==> config.mk <==
export PLATFORM = sky130hd
export DESIGN_NAME = rr_arbiter4_flat
export DESIGN_NICKNAME = d
export VERILOG_FILES = /design/src/rtl/rr_arbiter4_pkg.sv /design/src/rtl/rr_arbiter4_if.sv /design/src/rtl/rr_arbiter4_decoder_2to4.sv /design/src/rtl/rr_arbiter4.sv /design/src/flat_wrapper.sv
export SDC_FILE = /design/constraint.sdc
export NUM_CORES = 1
export LEC_CHECK = 0
export BUFFER_PORTS_ARGS = -buffer_cell sky130_fd_sc_hd__buf_2
export CAP_MARGIN = 20
export CORE_MARGIN = 5
export CORE_UTILIZATION = 52
export CTS_CLUSTER_DIAMETER = 60
export DETAILED_ROUTE_END_ITERATION = 8
export PLACE_DENSITY = 0.75
export SYNTH_ARGS = -nofsm -noshare
export SYNTH_HDL_FRONTEND = slang
export SYNTH_SLANG_ARGS = --single-unit
==> constraint.sdc <==
create_clock -name CLK -period 2.2 [get_ports CLK]
set_input_delay 0.11 -clock CLK [delete_from_list [all_inputs] [get_ports CLK]]
set_output_delay 0.11 -clock CLK [all_outputs]
set_load 0.01 [all_outputs]
==> src/rtl/rr_arbiter4_pkg.sv <==
// Shared types and constants for the four-requester round-robin arbiter.
package rr_arbiter4_pkg;

  localparam int unsigned NREQ  = 4;
  localparam int unsigned IDX_W = 2;

  typedef enum logic {
    ST_IDLE  = 1'b0,
    ST_GRANT = 1'b1
  } state_e;

  typedef struct packed {
    logic             found;
    logic [IDX_W-1:0] idx;
  } pick_t;

  // First asserted request after base in wrapping order; base itself is tried last when incl_base.
  function automatic pick_t rr_search(input logic [NREQ-1:0] req,
                                      input logic [IDX_W-1:0] base,
                                      input logic incl_base);
    pick_t            pick;
    logic [IDX_W-1:0] idx;
    pick = '0;
    for (int unsigned k = 1; k <= NREQ; k++) begin
      idx = base + IDX_W'(k);
      if (!pick.found && req[idx] && ((k != NREQ) || incl_base)) begin
        pick.found = 1'b1;
        pick.idx   = idx;
      end
    end
    return pick;
  endfunction

endpackage

==> src/rtl/rr_arbiter4_if.sv <==
// Request/grant bundle between the requesters and the arbiter.
interface rr_arbiter4_if;
  import rr_arbiter4_pkg::*;

  logic [NREQ-1:0]  req;
  logic [NREQ-1:0]  gnt;
  logic [IDX_W-1:0] gnt_id;
  logic             busy;
  logic             preempt;

  modport master (output req, input gnt, gnt_id, busy, preempt);
  modport slave  (input req, output gnt, gnt_id, busy, preempt);
endinterface

==> src/rtl/rr_arbiter4_decoder_2to4.sv <==
// Two-to-four one-hot decoder.
module decoder_2to4
  import rr_arbiter4_pkg::*;
(
  input  logic [IDX_W-1:0] din,
  output logic [NREQ-1:0]  dout
);

  always_comb begin
    dout       = '0;
    dout[din]  = 1'b1;
  end

endmodule

==> src/rtl/rr_arbiter4.sv <==
// Four-requester round-robin arbiter with optional per-owner hold limit.
module rr_arbiter4
  import rr_arbiter4_pkg::*;
#(
  parameter int unsigned HOLD_W   = 8,
  parameter int unsigned MAX_HOLD = 16
) (
  input logic          CLK,
  input logic          RST,
  rr_arbiter4_if.slave bus
);

  localparam int unsigned LIMIT = (MAX_HOLD == 0) ? 0 : MAX_HOLD - 1;

  state_e            state_q, state_d;
  logic [IDX_W-1:0]  gnt_id_q, gnt_id_d;
  logic [IDX_W-1:0]  last_q, last_d;
  logic [HOLD_W-1:0] hold_cnt_q, hold_cnt_d;
  logic              preempt_q, preempt_d;

  pick_t             idle_pick;
  pick_t             other_pick;
  logic              at_limit;
  logic [NREQ-1:0]   dec_gnt;

  assign idle_pick  = rr_search(bus.req, last_q, 1'b1);
  assign other_pick = rr_search(bus.req, gnt_id_q, 1'b0);
  assign at_limit   = (MAX_HOLD != 0) && (hold_cnt_q == HOLD_W'(LIMIT));

  always_comb begin
    state_d    = state_q;
    gnt_id_d   = gnt_id_q;
    last_d     = last_q;
    hold_cnt_d = hold_cnt_q;
    preempt_d  = 1'b0;
    case (state_q)
      ST_IDLE: begin
        if (idle_pick.found) begin
          state_d    = ST_GRANT;
          gnt_id_d   = idle_pick.idx;
          last_d     = idle_pick.idx;
          hold_cnt_d = '0;
        end
      end
      ST_GRANT: begin
        if (!bus.req[gnt_id_q]) begin
          // Owner released: hand over with no idle gap, else fall back to idle keeping gnt_id.
          hold_cnt_d = '0;
          if (other_pick.found) begin
            gnt_id_d = other_pick.idx;
            last_d   = other_pick.idx;
          end else begin
            state_d = ST_IDLE;
          end
        end else if (at_limit) begin
          hold_cnt_d = '0;
          if (other_pick.found) begin
            gnt_id_d  = other_pick.idx;
            last_d    = other_pick.idx;
            preempt_d = 1'b1;
          end
        end else if (hold_cnt_q != '1) begin
          hold_cnt_d = hold_cnt_q + HOLD_W'(1);
        end
      end
    endcase
  end

  always_ff @(posedge CLK or posedge RST) begin
    if (RST) begin
      state_q    <= ST_IDLE;
      gnt_id_q   <= '0;
      last_q     <= IDX_W'(NREQ - 1);
      hold_cnt_q <= '0;
      preempt_q  <= 1'b0;
    end else begin
      state_q    <= state_d;
      gnt_id_q   <= gnt_id_d;
      last_q     <= last_d;
      hold_cnt_q <= hold_cnt_d;
      preempt_q  <= preempt_d;
    end
  end

  decoder_2to4 u_dec (
    .din  (gnt_id_q),
    .dout (dec_gnt)
  );

  assign bus.busy    = (state_q == ST_GRANT);
  assign bus.gnt     = bus.busy ? dec_gnt : '0;
  assign bus.gnt_id  = gnt_id_q;
  assign bus.preempt = preempt_q;

endmodule

==> src/flat_wrapper.sv <==
// flat-port wrapper written by rule: the top's interface ports become plain ports
module rr_arbiter4_flat import rr_arbiter4_pkg::*;
#(
  parameter int unsigned HOLD_W   = 8,
  parameter int unsigned MAX_HOLD = 16
)
  (CLK, RST, bus_req, bus_gnt, bus_gnt_id, bus_busy, bus_preempt);
  rr_arbiter4_if bus_i ();
  input logic CLK;
  input logic RST;
  input wire logic [$bits(bus_i.req)-1:0] bus_req;
  output wire logic [$bits(bus_i.gnt)-1:0] bus_gnt;
  output wire logic [$bits(bus_i.gnt_id)-1:0] bus_gnt_id;
  output wire logic [$bits(bus_i.busy)-1:0] bus_busy;
  output wire logic [$bits(bus_i.preempt)-1:0] bus_preempt;
  assign bus_i.req = bus_req;
  assign bus_gnt = bus_i.gnt;
  assign bus_gnt_id = bus_i.gnt_id;
  assign bus_busy = bus_i.busy;
  assign bus_preempt = bus_i.preempt;
  rr_arbiter4 #(.HOLD_W(HOLD_W), .MAX_HOLD(MAX_HOLD)) u_core (.CLK(CLK), .RST(RST), .bus(bus_i));
endmodule
==> summary.md <==
| Metric | Value |
|---|---|
| Outcome | `finished, final reports clean` |
| Flip-flop and latch count after synthesis | `14` |
| Critical path buffer and inverter count | `1` |
| Critical Path End Type | `flop` |
| Sink Count | `14` |
| Mux contribution to synthesized area | `0.0954` |
| Layout Nets | `between 150 and 200` |
| Reg2Reg Capture Point | `u_core.bus.gnt_id[1]` |
| Non-filler cells in the finished layout | `175` |
| Fmax achieved | `483 MHz` |
| Number of diodes | `0` |
| Max_cap viols | `0` |
| Overall Power | `1.47 mW` |
| Worst Path Arrival | `~2.2 ns` |
| Xor/xnor cell area share of the yosys netlist | `0.0363` |
| DRC viols | `0` |
| Largest family of logic cells by synthesized area | `simple AND/OR/NAND/NOR gates` |
| Peak supply drop | `0.668 mV` |
| Overflow after GRT | `0` |
| Layout cell share with drive strength beyond 1 | `0.252` |
| Placed Cells | `170` |
| M1 GR Usage | `0.249` |
| CP endpoint | `u_core.bus.gnt_id[1]` |
| Area grow syn2layout | `13.0%` |
| Period utilization | `0.941` |
| Drt pass-1 iters | `4` |
| Flop2flop setup slack | `0.13 ns` |
| Post-DP HPWL | `2060 um` |
| Top Family by Delay on Critical Path | `compound AO/OA/AOI/OAI gates` |
| Syn_nets | `143` |
| Post-synth EDFFs | `0` |
| Most common cell after layout, fill and taps aside | `buf_2` |
| Critical Path RT | `2.35 ns` |
| Distinct cells, synth | `42` |
| Most frequent cells in the layout | `buf_2, nor2_1, dfrtp_1, nand2_1, mux2i_1` |
| Antenna violations before repair | `0` |
| CTS Buf Count | `3` |
| Kind of critical path | `reg2reg` |
| Final min period | `2.07 ns` |
| Post-synthesis cell count | `132` |
| Leakage power | `0.610 nW` |
| Crit-path max cell delay | `0.49 ns` |
| Final setup fails | `0` |
| Setup TNS | `0 ns` |
| M3 GR Usage | `0.0423` |
| Synth top area cells | `dfrtp_1, mux2i_1, ha_1` |
| Reg2reg path depth | `7` |
| CTS tree | `yes` |
| Rel. slew slack | `0.616` |
| Antenna-violating nets left | `0` |
| Leading area contributor after synthesis | `dfrtp_1` |
| GR Util met2 | `0.290` |
| Primary FF master, synth | `dfrtp_1` |
| Reg2reg start | `u_core.bus.gnt_id[0]` |
| Clk_lat worst skew | `0.29 ns` |
| Total Wirelength | `2870 um` |
| Critical path fanouts, max | `8` |
| Clk pin slew, worst setup/hold paths | `0.09 ns` |
| Vias in the first global route | `between 900 and 1,000` |
| Clock skew | `0.0168 ns` |
| Footprint of the multi-input gates | `812 um^2` |
| Adder and majority gate portion of the synthesized area | `0.0519` |
| Final core occ | `0.616` |
| Post-place instance area | `between 0.001 and 0.0015 mm^2` |
| Clk buf depth | `2` |
| Crit path depth | `7` |
| Port bufs | `13` |
| Total GRT Usage | `0.182` |
| Die height | `58.2 um` |
| Mean Syn Cell Area | `9.14 um^2` |
| Netlist Area Pre-Place | `0.00121 mm^2` |
| Fill cells | `198` |
| Fin. max-slew vios | `0` |
| Die X | `58.2 um` |
| DR iter-0 viols | `63` |
| First-pass GRT wire length | `4780 um` |
| Element type at the critical path start | `flop` |
| Hold Path Class | `in2async` |
| Die area | `approximately 0.0034 mm^2` |
| Worst Setup SP | `u_core.bus.gnt_id[0]` |
| Via Count | `1,073` |
| Unrepaired setup endpoints after global routing | `false` |
| Synth Area in Simple Gates | `0.312` |
| Root buffer cell | `clkbuf_4` |
| Yosys top cell area share | `0.249` |
| Final design area excluding fillers | `0.00136 mm^2` |
| Seq/Total Area, Yosys | `0.293` |
| Worst-path cell chain | `inv_2, ha_4, nand2b_1, o211a_1, o311a_1, a2111oi_4, a211oi_1` |
| Routability cong. | `0.831` |
| Synth Area in Compound Gates | `0.157` |
| Initial Util | `0.545` |
| Slowest CP cell | `dfrtp_2` |
| Pin count of the biggest net entering global routing | `18` |
| Async S/R FF share, synth | `1.00` |
| Drt wl/cell | `16.4 um` |
| # rows | `17` |
| Least-Margin Pin Slew | `between 0.5 and 0.6 ns` |
| Busiest grt layer | `met2` |
| DR vias/cell | `6.13` |
| Storage cell area | `between 300 and 400 um^2` |
| Final Hold Viols | `0` |
| # IOs | `14` |
| Htree depth | `1` |
| Cell Pwr Density | `1080 mW/mm^2` |
| Core ar. | `about 0.0022 mm^2` |
| Yosys warnings | `0` |
cells in the mapped netlist, types with 2 or more instances:
master,n
nand2_1,9
and2_1,4
nor2b_1,3
or4_1,2
mux2_2,2
clkbuf_1,2
xnor2_1,5
mux2i_1,7
a21oi_1,6
o21ai_0,6
nor3_1,6
o211a_1,2
dfstp_2,2
o221ai_1,2
nor4b_4,2
dfrtp_1,12
ha_1,5
nand3_1,5
inv_1,6
a211oi_1,2
buf_2,5
nand4_1,3
nor3b_1,2
nand2b_1,3
nor2_1,12
state kept, by name, summed over array words and instances, names as in the netlist:
register and cells:
u_core.hold_cnt_q 8, u_core.bus.busy 1, u_core.last_q 2, u_core.bus.gnt_id 2
u_core.bus.preempt 1
worst min-delay path by stage:
stage | endpoint | from | cells past startpoint | slack [ns]
floorplan | u_core.bus.busy | RST | 1 | -0.002
global route | u_core.bus.busy | bus_req[2] | 2 | 0.43
detailed placement | u_core.hold_cnt_q[2] | RST | 2 | 0.19
CTS | u_core.bus.busy | bus_req[2] | 2 | 0.40
finish | u_core.hold_cnt_q[2] | RST | 3 | 0.40
global placement | u_core.hold_cnt_q[2] | RST | 2 | 0.18
logic make-up after synthesis:
group,count (synthesis)
AND/OR/NAND/NOR,58
XOR/XNOR,5
AO/OA/AOI/OAI,26
adder cells (fa/ha/maj),5
flip-flops,14
buffers and inverters,14
multiplexers,10
stage by stage:
| stage | hold slack [ns] | setup slack, ns |
|---|---|---|
| final | 0.405 | 0.130 |
| after global routing | 0.431 | 0.0113 |
| after CTS | 0.399 | 0.0333 |
| after detailed placement | 0.187 | 0.0729 |
| after global placement | 0.176 | 0.158 |
| after floorplan | -0.00221 | 0.0319 |
area by class of cell:
type	instances	share of cell area
multi-input combinational	104	0.596
sequential	14	0.260
timing repair buffer	19	0.0826
tap	28	0.0257
clock buffer	4	0.0193
inverter	6	0.0165
timing repair:
item                                    4_1_cts  5_1_grt
gates resized for setup                       0        1
hold endpoints to repair                     12        0
hold buffers                                  1        0
endpoints found under the setup margin        0        1
setup buffers                                 0        0
per-layer routing:
| layer | vias up | part of all wire |
|---|---|---|
| met5 | - | 0 |
| met4 | 0 | 0.0066 |
| met3 | 2 | 0.085 |
| met2 | 45 | 0.46 |
| met1 | 513 | 0.45 |
| li1 | 513 | - |
tightest hold or removal path, cell delays in order:
cell and delay (ns):
dlygate4sd3_1 0.53, buf_2 0.12, inv_1 0.41
where the power goes:
| group | leakage [nW] | switching [mW] | internal, mW |
|---|---|---|---|
| sequential | 0.176 | 0.0797 | 0.336 |
| clock | 0.0150 | 0.0847 | 0.0704 |
| combinational | 0.419 | 0.465 | 0.433 |
(Power assumes the default switching activity.)
